<file path="src/rtl/out_queue.sv">
// Write-side front end for the seven-segment `out` block: a small request FIFO
// drained one entry per cycle, with a per-slot shadow so both halves are always driven.

module out_queue_slot (
  input  logic             clock,
  input  logic             reset,
  input  logic             clear,
  input  logic             we,
  input  logic             half,
  input  logic [15:0]      data,
  output logic [1:0][15:0] val
);
  always_ff @(posedge clock) begin
    if (reset || clear) val <= '0;
    else if (we)        val[half] <= data;
  end
endmodule

module out_queue #(
  parameter int DEPTH = 4
) (
  input  logic                     clock,
  input  logic                     reset,
  input  logic                     req_valid,
  output logic                     req_ready,
  input  logic [2:0]               req_slot,
  input  logic                     req_half,
  input  logic [15:0]              req_data,
  input  logic                     clear,
  output logic [15:0]              outval1,
  output logic [15:0]              outval2,
  output logic [2:0]               outsel,
  output logic                     outdisplay,
  output logic [$clog2(DEPTH):0]   pending
);
  localparam int AW = $clog2(DEPTH);
  localparam int CW = AW + 1;

  typedef struct packed {
    logic [2:0]  slot;
    logic        half;
    logic [15:0] data;
  } entry_t;

  entry_t              mem [DEPTH];
  logic [AW-1:0]       wr_ptr, rd_ptr;
  logic                full, empty, push, pop;
  entry_t              head, req;
  logic [7:0][1:0][15:0] shadow;

  assign full      = (pending == CW'(DEPTH));
  assign empty     = (pending == '0);
  assign req_ready = !full && !reset;
  assign push      = req_valid && req_ready;
  assign pop       = !empty;
  assign head      = mem[rd_ptr];
  assign req       = '{slot: req_slot, half: req_half, data: req_data};

  // Storage array needs no reset; pointers and occupancy define validity.
  always_ff @(posedge clock) begin
    if (push && !clear) mem[wr_ptr] <= req;
  end

  always_ff @(posedge clock) begin
    if (reset || clear) begin
      wr_ptr  <= '0;
      rd_ptr  <= '0;
      pending <= '0;
    end else begin
      if (push) wr_ptr <= wr_ptr + 1'b1;
      if (pop)  rd_ptr <= rd_ptr + 1'b1;
      case ({push, pop})
        2'b10:   pending <= pending + CW'(1);
        2'b01:   pending <= pending - CW'(1);
        default: pending <= pending;
      endcase
    end
  end

  // One shadow instance per display slot; only the popped slot is written.
  for (genvar g = 0; g < 8; g++) begin : g_slot
    out_queue_slot u_slot (
      .clock (clock),
      .reset (reset),
      .clear (clear),
      .we    (pop && (head.slot == 3'(g))),
      .half  (head.half),
      .data  (head.data),
      .val   (shadow[g])
    );
  end

  // Untouched half is carried forward from the pre-update shadow.
  always_ff @(posedge clock) begin
    if (reset) begin
      outval1    <= '0;
      outval2    <= '0;
      outsel     <= '0;
      outdisplay <= 1'b0;
    end else if (clear) begin
      outdisplay <= 1'b0;
    end else if (pop) begin
      outsel     <= head.slot;
      outval1    <= head.half ? shadow[head.slot][0] : head.data;
      outval2    <= head.half ? head.data : shadow[head.slot][1];
      outdisplay <= 1'b1;
    end else begin
      outdisplay <= 1'b0;
    end
  end
endmodule
</file>
<file path="config.mk">
export PLATFORM = sky130hd
export DESIGN_NAME = out_queue
export DESIGN_NICKNAME = d
export VERILOG_FILES = /design/src/rtl/out_queue.sv
export SDC_FILE = /design/constraint.sdc
export NUM_CORES = 1
export LEC_CHECK = 0
export BUFFER_PORTS_ARGS = -buffer_cell sky130_fd_sc_hd__buf_4
export CAP_MARGIN = 20
export CORE_ASPECT_RATIO = 1.75
export CORE_MARGIN = 10
export CORE_UTILIZATION = 55
export DETAILED_ROUTE_END_ITERATION = 8
export GPL_TIMING_DRIVEN = 1
export HOLD_SLACK_MARGIN = 0.1
export PLACE_DENSITY = 0.7
export SLEW_MARGIN = 20
export SYNTH_ARGS = -nofsm -noshare
export SYNTH_HDL_FRONTEND = slang
export SYNTH_HIERARCHICAL = 1
export SYNTH_SLANG_ARGS = --single-unit
</file>
<file path="constraint.sdc">
create_clock -name clock -period 2.9 [get_ports clock]
set_clock_uncertainty 0.2 [all_clocks]
set_input_delay 0 -clock clock [delete_from_list [all_inputs] [get_ports clock]]
set_output_delay 0 -clock clock [all_outputs]
set_load 0.005 [all_outputs]
</file>
Word-level counts from Yosys, hierarchy flattened
Memory sizes are Yosys's and may differ from the RTL's. A register that Yosys moved wholly into a read port is not among the register bits. Cells that the tools add are included.

Memories kept: 1. Logic and storage cells: 85. Flip-flop bits (word level): 299. Input bits: 24. Bits in writable memories: 80. Output and inout port bits: 40.

Bitwise operators: 2. Eq/ne operators: 10. Reduce and logical (&&, ||, !) cells: 22. Mux-type cells: 20. Add/subtract/negate cells: 4. Magnitude comparators: 3.

Memory list: mem (depth 4, bits a word 20, rd ports 1, clocked after Yosys merged registers in 1, write ports 1, line 45) `entry_t mem [DEPTH];`.

Operators with widths (count): $bwmux W32 (8); $bmux W32 S3 (1); $mux W16 (3); $mux W32 (1); $demux W16 S1 (1); $eq A3 B3 Y1 const B (5); $logic_and A1 B1 Y1 (12); $eq A3 B2 Y1 const B (2); $logic_not A3 Y1 (2); $pmux W3 S2 (1); $add A2 B1 Y2 const B (2); $logic_not A1 Y1 (4); $lt A3 B4 Y1 const B (1); $mux W2 (2); $add A3 B1 Y3 const B (1); $eq A3 B1 Y1 const B (1); $mux W1 (3); $sub A3 B1 Y3 const B (1); $eq A2 B1 Y1 const B (1); $eq A2 B2 Y1 const B (1); $lt A1 B2 Y1 const B (1); $not A1 Y1 (2); $reduce_and A2 Y1 (1); $reduce_bool A2 Y1 (1); other kinds (3) (3).

Longest topological paths before layout
Depth in word-level cells: 7. Gate-level depth with buffers: 12. Depth with buffers taken out: 8.

Cells and area by module
Netlist, hierarchy kept.

Modules (own cells, without submodules): out_queue_slot (sequential area each 640.6 µm², cells each 144, instances 8, area each 1146.1 µm²); out_queue (sequential area each 3303.2 µm², cells each 629, instances 1, area each 7094.3 µm²).

Worst setup path after synthesis
Ideal clock, no wire load.

Path kind: register -> register. Start: reg (tool-made name). End: reg g_slot[6].u_slot/val[14] in the netlist's numbering. Required time: 2.630 ns. Stages on the path, launching flop included: 13. Period minus slack after synthesis: 2.641 ns. Data arrival time: 2.372 ns. Setup time: 0.070 ns. Path slack: 0.259 ns. Buffers on the path: 7. Cells stage by stage: dfxtp_1 buf_6 mux4_2 buf_2 buf_6 buf_6 clkbuf_1 nor3_1 nor2b_1 buf_4 buf_6 nand2_1 a21oi_1.

RTL lines: end signal: indexed assignment (line 15) `else if (we) val[half] <= data;`; end: declaration (line 11) `output logic [1:0][15:0] val`.

==> out/summary.md <==
The row count came out at 83. The run gives 35 as the CTS buffer count. The logs give 41.7% for the portion of total power attributed to the clock network and 63.2% for the share of the core filled with cells in the final layout.

The detail route stage leaves a number of antenna-violating nets equal to 0. The type of element launching the critical path was a flip-flop. Setup repair after global routing left no endpoint under its margin.

Dividing the final minimum period by the clock period gives 94.7%. In this run the standard cell core region covers 0.0293 mm^2. Counting flops and latches in the post-synthesis netlist gives 381.

The number of enable flip-flop cells after synthesis was 80; the layout overhead on the synthesized area was 13.8%. The slack of the worst reg-to-reg path is 0.15 ns, and the effective utilization at floorplan is 55.5%. The run gives 0 ns as the total negative slack for setup checks. For this run, the top clock speed supported by timing is 364 MHz.

The clock latency on the worst-skew pair is 0.53 ns. The synthesized netlist occupies a cell area of 0.0163 mm^2. The most used standard cell by instance count after synthesis was sky130_fd_sc_hd__nand2_1. The tools report the count of endpoints failing hold in the final timing report as 0.

Power spread over the standard cell area amounts to 576 mW/mm^2. Counting every sink on the clock net gives 381. The register area share after synthesis was 51.8%; the fraction of registers with async set or reset after synthesis was 0%. The time the final worst path needs with I/O delays and setup was 2.75 ns; the boundary pin count was 64.

In this run the worst path has a maximum fanout of 11. The Yosys step of the flow raised 6 warnings. The share of total power dissipated in sequential elements is 51.4%. Dividing the detail-routed via count by the number of cells gives 5.78.

Class of the worst hold path: reg -> reg. Data on the critical path is required at its endpoint by 3.15 ns. The number of nets in the finished design was 1890; the transition time of the tightest slew-check pin was 0.909 ns. The post-CTS clock slew at the launch and capture registers of the worst setup and hold paths was 0.06 ns. The first global-routing pass estimated 71700 um of wire.

The count of input and output buffers was 63; the total leakage power was 6.22 nW. The normalized max-slew margin is 39.4%, and the number of buffers added for setup after CTS is 0. The combinational share of power was 6.9%; the post-synthesis instance total was 1781.

In this run the horizontal extent of the chip is 150 um. TritonCTS built the clock tree. Dividing the synthesized area by the synthesized cell count gives 9.13 um^2. The internal portion of the total power is 0.00820 W.

The signal on the critical path passes through buf_4, mux4_2, nor3b_1, buf_4, and2_1, o211ai_1, o211ai_1. The logs give 2537 for the number of filler cells placed in the layout and 13000 for the via count of the first global-routing pass. The run gives 1059 as the first-iteration detailed-routing DRC count. In this run, distinct cell masters in the synthesized netlist total 42. The slowest stage of the critical path is the sky130_fd_sc_hd__and2_1 cell. The tools report the die area as 0.0371 mm^2. The share of the synthesized area in the top cell type is 37.1%. After global routing the overflow that remains totals 0.

The tools report the final setup violation count as 0. The global routing usage summed across all routing layers is 24.7%, and the routed wire length is 46100 um. The flow ran to the end, and the final reports show no timing, DRC or antenna violations. In the synthesized netlist, the cells that appear most often are sky130_fd_sc_hd__nand2_1, sky130_fd_sc_hd__a21oi_1, sky130_fd_sc_hd__dfxtp_1, sky130_fd_sc_hd__edfxtp_1, sky130_fd_sc_hd__mux2i_1. The capture point of the worst path is outval1[7]. The final weighted congestion in routability-driven placement was 0.889.

The layout cell share with drive strength beyond 1 works out to 12.5%. The endpoint arrival time on the critical path came out at 2.99 ns. The number of H-tree levels came out at 2. The chip height came out at 247 um. The worst setup slack after layout came out at 0.154 ns. In the synthesized netlist the dominant register cell turns out to be sky130_fd_sc_hd__dfxtp_1. On the worst path, the slowest cell contributes a delay of 0.47 ns. The run gives 0 as the total inserted antenna cells.

Type of the worst setup path: reg -> reg. The number of cells on the worst reg-to-reg path was 7; the estimated wirelength of the detail-placed design was 29300 um. The tree is rooted in a sky130_fd_sc_hd__clkbuf_16. After synthesis, the cell types taking the most area are sky130_fd_sc_hd__dfxtp_1, sky130_fd_sc_hd__edfxtp_1, sky130_fd_sc_hd__nand2_1, sky130_fd_sc_hd__a21oi_1, sky130_fd_sc_hd__mux4_2.

The run gives 0 as the initial antenna violation count. The post-layout total power is 0.0107 W. The tools report the reported net switching power as 0.00246 W. The worst setup path is captured at a flip-flop. The clock passes through at most 3 buffers.

The endpoint identified for the worst register-to-register timing path is outval1[7]. In the final routed layout, each cell accounts on average for 20.3 um. The tools report the number of remaining DRC errors as 0. Of the total power, the share spent switching nets is 23.1%. The run gives 0.208 ns as the worst setup timing slack at the placement stage.

Counting every net in the synthesized netlist gives 1811. The largest total area in the synthesized netlist belongs to sky130_fd_sc_hd__dfxtp_1. The first detailed-routing pass took 5 iterations. The max-slew violation total from the final report was 0; the number of vias in the routed layout was 13100.

Across the VDD grid, the largest voltage drop is 0.000505 V. Across the run, the number of max-cap violations was 0. Entering global routing, the biggest net connects 66 pins.
kinds of logic (layout without fill, tap and decap cells):
| group | Yosys count | count (layout) | share of synthesized area [%] |
|---|---|---|---|
| AO/OA/AOI/OAI | 393 | 393 | 13.2 |
| XOR/XNOR | 4 | 4 | 0.215 |
| adder cells (fa/ha/maj) | 6 | 6 | 0.508 |
| buffers and inverters | 146 | 248 | 5.79 |
| flip-flops | 381 | 381 | 51.8 |
| multiplexers | 122 | 122 | 10.1 |
| AND/OR/NAND/NOR | 729 | 729 | 18.4 |
per-stage QoR:
| step | cells | cell area [um^2] | hold WS, ns |
|---|---|---|---|
| 2_1_floorplan | 1781 | 16300 | -0.101 |
| 3_3_place_gp | 2159 | 17000 | -0.00137 |
| 3_5_place_dp | 2159 | 17000 | 0.00184 |
| 4_1_cts | 2265 | 18500 | 0.252 |
| 5_1_grt | 2265 | 18500 | 0.266 |
| 6_report | 2265 | 18500 | 0.254 |
final cells by class:
| type | count | area [um^2] | share of cell area [%] |
|---|---|---|---|
| Inverter | 3 | 11.3 | 0.0609 |
| Timing Repair Buffer | 185 | 1600 | 8.67 |
| Tap cell | 382 | 478 | 2.58 |
| Clock buffer | 54 | 1050 | 5.68 |
| Multi-Input combinational cell | 1254 | 6900 | 37.3 |
| Clock inverter | 6 | 30.0 | 0.162 |
| Sequential cell | 381 | 8430 | 45.5 |
timing repair:
action,4_1_cts,5_1_grt
hold buffers,46,0
hold endpoints to repair,365,0
gates resized for setup,0,1
setup endpoints to repair,0,2
registers in the layout, summed over array words and instances (netlist names), named ones only:
signal             cells
g_slot.u_slot/val    256
mem                   80
outdisplay             1
outsel                 3
outval1               16
outval2               16
pending                3
rd_ptr                 2
wr_ptr                 2
cells in the final DEF (no fill, tap or decap), types with 21 or more instances in the layout:
cell type,n
sky130_fd_sc_hd__nand2_1,601
sky130_fd_sc_hd__a21oi_1,306
sky130_fd_sc_hd__dfxtp_1,301
sky130_fd_sc_hd__buf_4,131
sky130_fd_sc_hd__edfxtp_1,80
sky130_fd_sc_hd__mux2i_1,63
sky130_fd_sc_hd__dlygate4sd3_1,46
sky130_fd_sc_hd__clkbuf_16,37
sky130_fd_sc_hd__o211ai_1,34
sky130_fd_sc_hd__mux4_2,30
sky130_fd_sc_hd__nor2_1,25
sky130_fd_sc_hd__o21ai_0,21
worst max-delay path: cells and delay by family (launching register included):
family / cells / cell delay, ns
buffers and inverters: 2 / 0.47
and+or+nand+nor: 2 / 0.85
DFF: 1 / 0.42
muxes: 1 / 0.30
AOI/OAI and AO/OA: 2 / 0.40
power by group through the flow:
stage / clock network (W) / registers [W] / logic, W
floorplan: 0 / 0.00558 / 0.000415
global placement: 0 / 0.00559 / 0.000673
detailed placement: 0 / 0.00559 / 0.000680
CTS: 0.00451 / 0.00547 / 0.000728
global route: 0.00470 / 0.00547 / 0.000782
finish: 0.00445 / 0.00547 / 0.000736
per-layer routing:
layer,global-route usage (%),vias to the layer above,share of wire [%]
met5,0,-,0
met4,15.3,0,5.9
met3,3.92,122,6.1
met2,42.8,464,51
met1,27.6,6294,37
li1,-,6217,-
worst min path at each step:
stage / slack (ns) / depth (start not counted) / from / to
global route: 0.27 / 2 / g_slot[7].u_slot/val[9] / g_slot[7].u_slot/val[9]
global placement: -0.001 / 1 / req_slot[0] / mem[2][17]
floorplan: -0.10 / 0 / req_data[0] / mem[0][0]
detailed placement: 0.002 / 1 / req_data[15] / mem[1][15]
finish: 0.25 / 2 / g_slot[5].u_slot/val[6] / g_slot[5].u_slot/val[6]
CTS: 0.25 / 5 / req_valid / wr_ptr[0]
Power figures use the tool's default switching activity.
